**src/rtl/regfile_writer.sv**
```systemverilog
// Buffered write port for an 8-entry register file: a 2-deep in-order queue
// absorbs write requests and drains one per clock unless hold is asserted.
module regfile_writer #(
    parameter int width = 16
) (
    input  logic             clk,
    input  logic             reset_n,
    input  logic             wr_valid,
    output logic             wr_ready,
    input  logic [2:0]       writenum,
    input  logic [width-1:0] data_in,
    input  logic             hold,
    input  logic [2:0]       readnum,
    output logic             hazard,
    output logic             pending,
    output logic [width-1:0] reg0,
    output logic [width-1:0] reg1,
    output logic [width-1:0] reg2,
    output logic [width-1:0] reg3,
    output logic [width-1:0] reg4,
    output logic [width-1:0] reg5,
    output logic [width-1:0] reg6,
    output logic [width-1:0] reg7
);

    logic [width-1:0] regs [8];
    logic [2:0]       q_num  [2];
    logic [width-1:0] q_data [2];
    logic             head;
    logic             tail;
    logic [1:0]       count;
    logic [1:0]       count_next;
    logic             push;
    logic             pop;

    assign wr_ready = (count != 2'd2);
    assign push     = wr_valid && wr_ready;
    assign pop      = (count != 2'd0) && !hold;

    always_comb begin
        count_next = count;
        case ({push, pop})
            2'b10:   count_next = count + 2'd1;
            2'b01:   count_next = count - 2'd1;
            default: count_next = count;
        endcase
    end

    // Only accepted entries count; the head is valid whenever the queue is
    // non-empty, the slot behind it only when the queue is full.
    always_comb begin
        hazard = 1'b0;
        if (count != 2'd0 && q_num[head] == readnum)
            hazard = 1'b1;
        if (count == 2'd2 && q_num[~head] == readnum)
            hazard = 1'b1;
    end

    always_ff @(posedge clk or negedge reset_n) begin
        if (!reset_n) begin
            for (int i = 0; i < 8; i++)
                regs[i] <= '0;
            for (int i = 0; i < 2; i++) begin
                q_num[i]  <= '0;
                q_data[i] <= '0;
            end
            head    <= 1'b0;
            tail    <= 1'b0;
            count   <= 2'd0;
            pending <= 1'b0;
        end else begin
            if (push) begin
                q_num[tail]  <= writenum;
                q_data[tail] <= data_in;
                tail         <= ~tail;
            end
            if (pop) begin
                regs[q_num[head]] <= q_data[head];
                head              <= ~head;
            end
            count   <= count_next;
            pending <= (count_next != 2'd0);
        end
    end

    assign reg0 = regs[0];
    assign reg1 = regs[1];
    assign reg2 = regs[2];
    assign reg3 = regs[3];
    assign reg4 = regs[4];
    assign reg5 = regs[5];
    assign reg6 = regs[6];
    assign reg7 = regs[7];

endmodule

```
**config.mk**
```make
export PLATFORM = sky130hd
export DESIGN_NAME = regfile_writer
export DESIGN_NICKNAME = d
export VERILOG_FILES = /design/src/rtl/regfile_writer.sv
export SDC_FILE = /design/constraint.sdc
export NUM_CORES = 1
export LEC_CHECK = 0
export ABC_CLOCK_PERIOD_IN_PS = 5670
export CAP_MARGIN = 30
export CORE_ASPECT_RATIO = 1.5
export CORE_MARGIN = 3
export CORE_UTILIZATION = 53
export DETAILED_ROUTE_END_ITERATION = 6
export HOLD_SLACK_MARGIN = 0.02
export PLACE_DENSITY = 0.94
export SYNTH_ARGS = -nofsm -noshare
export SYNTH_HDL_FRONTEND = slang
export SYNTH_SLANG_ARGS = --single-unit
```
**constraint.sdc**
```tcl
create_clock -name clk -period 5.67 [get_ports clk]
set_input_delay 1.701 -clock clk [delete_from_list [all_inputs] [get_ports clk]]
set_output_delay 1.701 -clock clk [all_outputs]
set_load 0.01 [all_outputs]
```
# [Word-level counts from Yosys, hierarchy flattened]
# Cells that the tools add are included.
[word_totals] reg_bits=171 inputBits=26 output_inout_bits=131 wordCells=66
[op_classes] add_sub_neg=2 order_cmp=6 eq_ne=6 muxes=21 bitwise_logic=6 n_reduce_logical=9
[ops] cell="$bwmux W128" count=1
[ops] cell="$mux W16" count=5
[ops] cell="$demux W16 S3" count=1
[ops] cell="$bwmux W32" count=1
[ops] cell="$mux W3" count=7
[ops] cell="$demux W16 S1" count=1
[ops] cell="$bwmux W6" count=1
[ops] cell="$eq A3 B3 Y1" count=2
[ops] cell="$ge A2 B2 Y1 const B" count=3
[ops] cell="$logic_and A1 B1 Y1" count=6
[ops] cell="$not A1 Y2" count=3
[ops] cell="$eq A2 B2 Y1 const B" count=2
[ops] cell="$ge A4 B4 Y1 const B" count=1
[ops] cell="$lt A4 B1 Y1 const B" count=1
[ops] cell="$not A3 Y4" count=1
[ops] cell="$pmux W2 S2" count=1
[ops] cell="$reduce_bool A2 Y1" count=2
[ops] cell="$demux W3 S1" count=1
[ops] cell="$add A2 B1 Y2 const B" count=1
[ops] cell="$eq A2 B1 Y1 const B" count=1
[ops] cell="$lt A2 B1 Y1 const B" count=1
[ops] cell="$mux W1" count=2
[ops] cell="$ne A2 B2 Y1 const B" count=1
[ops] cell="$not A1 Y1" count=2
[ops] cell="other kinds (2)" count=2

# [Logic depth before layout (Yosys ltp)]
[logic_depth] word_depth=10 mapped_depth=7 mapped_depth_nobuf=7

# [Least setup slack after synthesis]
# OpenSTA, ideal clock, no wires.
[synth_timing] path_type="input port to output port" start="input readnum[0]" end="output hazard" arrival_ps=2393 required_ps=3969 setup_slack_ps=1576 path_stages=3 path_buffers=0 cell_sequence="xnor2_1 or4_1 nand2_1"
[synth_via] elab_chain_len=4 elab_cells_between_ends=6 classes_between="eq/ne: 2; mux: 2; reduce/logical: 2"
[synth_rtl] element="start, declared" line="13" source="input logic [2:0] readnum,"
[synth_rtl] element="$eq A3 B3 Y1" line="53" source="if (count != 2'd0 && q_num[head] == readnum)"
[synth_rtl] element="$logic_and A1 B1 Y1" line="53"
[synth_rtl] element="$mux W1" line="53"
[synth_rtl] element="$mux W1 (*)" line="55" source="if (count == 2'd2 && q_num[~head] == readnum)"
[synth_rtl] element="end, declared" line="14" source="output logic hazard,"
# Mark *: on every way between the ends. The rest lies on a longest branch, timed or not.

# [Worst setup path in the final report]
# Same ends and word-level chain as after synthesis.

==> run metrics <==
Hold Buf Count CTS=0; drt wl/cell=21.1 um; fin crit period=5.10 ns; die height=142 um; design area=8980 um^2; slowest stage cell, crit path=clkdlybuf4s50_1; TritonCTS sink count=171; Root Driver=clkbuf_16; Max-slew headroom=27.4%; Reg with most FFs=q_data; crit start category=input port; CTS resizes=0; setup bufs post-CTS=0; Cells after Synth=556; # diodes=0; post-synthesis cell area=6570 um^2; Slew @ Worst Pin=1.06 ns; Clock Tree Buf Depth=2; Setup Skew=0.00926 ns; syn avg cell area=11.8 um^2; largest net degree at the start of global routing=103; Pwr Density=707 nW/um^2; Crit path top cell by count=clkdlybuf4s50_1; Setup-failing EPs final=0; CTS H-tree depth=4; setup_tns=0 ns; total gr overflow=0; CP Data Required Time=3.97 ns; Cell Rows=49; Port-buffer cells=156; leakage power=3.83 nW; Worst-path clk slew=0.06 ns; post-synthesis sequential area ratio=65.2%; crit-path max cell delay=0.53 ns; CP endpoint kind=output port; final hold vios=0; layout cells sized above 1=13.8%; FF+latch count, synth=171; Routed Antenna Nets=0; DP HPWL=13,200 um; peak supply drop=0.360 mV; GRT Util Overall=27.2%; Via density=5.77; DR iter-0 viols=246; max reg flops=32; outcome=finished, final reports clean; worst setup path category=input port to output port; routability cong.=0.776; Tot Pwr=6.35 mW; die area=13,800 um^2; DRT Wirelength=18,800 um; FMAX=196 MHz; clk_lat worst skew=0.42 ns; CTS tree=built; max_cap viols=0; core area=12,100 um^2; first-pass GRT wire length=28,800 um; vias post-DR=5,137; die width=96.9 um; number of global-route vias before repair=5,343; IO Count=157; initial antenna violation count=0; most common cell after layout, fill and taps aside=dfrtp_1; Synth Warn #=0; Tightest Hold Check Type=register to register; crit share post-route=89.9%; crit-path max FO=2; Initial Util=54.4%; Distinct cells, synth=32; drt pass-1 iters=5; most frequent cells in the layout=dfrtp_1, clkdlybuf4s50_1, nor2_1; Arrival @ worst endpoint=3.40 ns; final slew viol count=0; syn_nets=583; Area Overhead vs Synth=36.7%; Critical Path, Cell by Cell=clkdlybuf4s50_1 > xnor2_1 > or4_1 > nand2_1 > clkdlybuf4s50_1; DRC Markers=0; total CTS buffers=17; RSZ-0062 raised after global routing=false; placed instance area=8380 um^2; Final #Nets=753
-- stage by stage --
step / worst slack [ns] / utilization, % / cells / hold slack (ns)
floorplan: 1.58 / - / 556 / 0.479
global placement: 0.578 / 68.4 / 845 / 0.459
detailed placement: 0.564 / 69.4 / 855 / 0.473
CTS: 0.561 / 73.9 / 886 / 0.486
global route: 0.481 / 74.3 / 891 / 0.498
finish: 0.572 / 74.3 / 891 / 0.483
-- worst paths after layout --
kind | start | end | slack (ns) | cells past startpoint
worst max-delay path | readnum[0] | hazard | 0.57 | 5
worst min-delay path | reg1[8] | reg1[8] | 0.48 | 2
worst max register to register | head | reg0[1] | 3.07 | 6
worst min register to register | reg1[8] | reg1[8] | 0.48 | 2
max in group asynchronous | reset_n | reg2[0] | 3.25 | 2
min in group asynchronous | reset_n | reg5[12] | 1.39 | 1
-- synth_stat cells, drive strengths merged --
library cell,count,area (um^2)
nand2b,1,6.26
ha,1,12.5
dfrtp,171,4280
or2,1,6.26
or3b,2,20.0
nand3b,3,22.5
o2111ai,1,8.76
or4,1,7.51
a211oi,6,90.1
mux2,39,439
a21oi,96,480
xnor2,8,70.1
buf,21,124
nand3,2,15.0
o21ai,32,160
inv,1,3.75
o21bai,1,18.8
xor2,3,26.3
mux2i,22,220
clkbuf,8,30.0
nor3,1,5.00
nor2,98,370
nor3b,1,7.51
nand2,34,128
o211ai,2,15.0
-- worst max-delay path, delay by kind of cell --
family                    cells  cell delay [ns]
xor gates and xnor gates      1             0.15
and+or+nand+nor               2             0.57
buffers and inverters         2             0.98
-- routing by layer --
metal | vias up | global-route usage, % | share of wire [%]
met5 | - | 0 | 0
met4 | 0 | 16.9 | 5.5
met3 | 66 | 5.30 | 5.6
met2 | 255 | 48.8 | 54
met1 | 2586 | 29.8 | 35
li1 | 2230 | - | -
-- cell type report --
cell class	count	area, um^2
Clock buffer	24	482
Clock inverter	7	66.3
Fill cell	718	3100
Inverter	1	3.75
Multi-Input combinational cell	355	2160
Sequential cell	171	4280
Tap cell	153	191
Timing Repair Buffer	180	1800
-- power by group --
| group | total [mW] | internal (mW) | switching, mW | leakage, nW |
|---|---|---|---|---|
| clock | 1.09 | 0.635 | 0.452 | 0.270 |
| combinational | 3.01 | 1.44 | 1.57 | 1.56 |
| sequential | 2.25 | 1.84 | 0.414 | 2.00 |
-- logic make-up (layout without fill, tap and decap cells) --
| family | count (synthesis) | count (layout) | synth area share (%) |
|---|---|---|---|
| compound gates | 138 | 138 | 11.8 |
| xor+xnor | 11 | 11 | 1.47 |
| fa+ha+maj | 1 | 1 | 0.191 |
| buf+inv | 30 | 212 | 2.40 |
| flops | 171 | 171 | 65.2 |
| mux | 61 | 61 | 10.0 |
| simple gates | 144 | 144 | 8.96 |
Power figures use the tool's default switching activity.
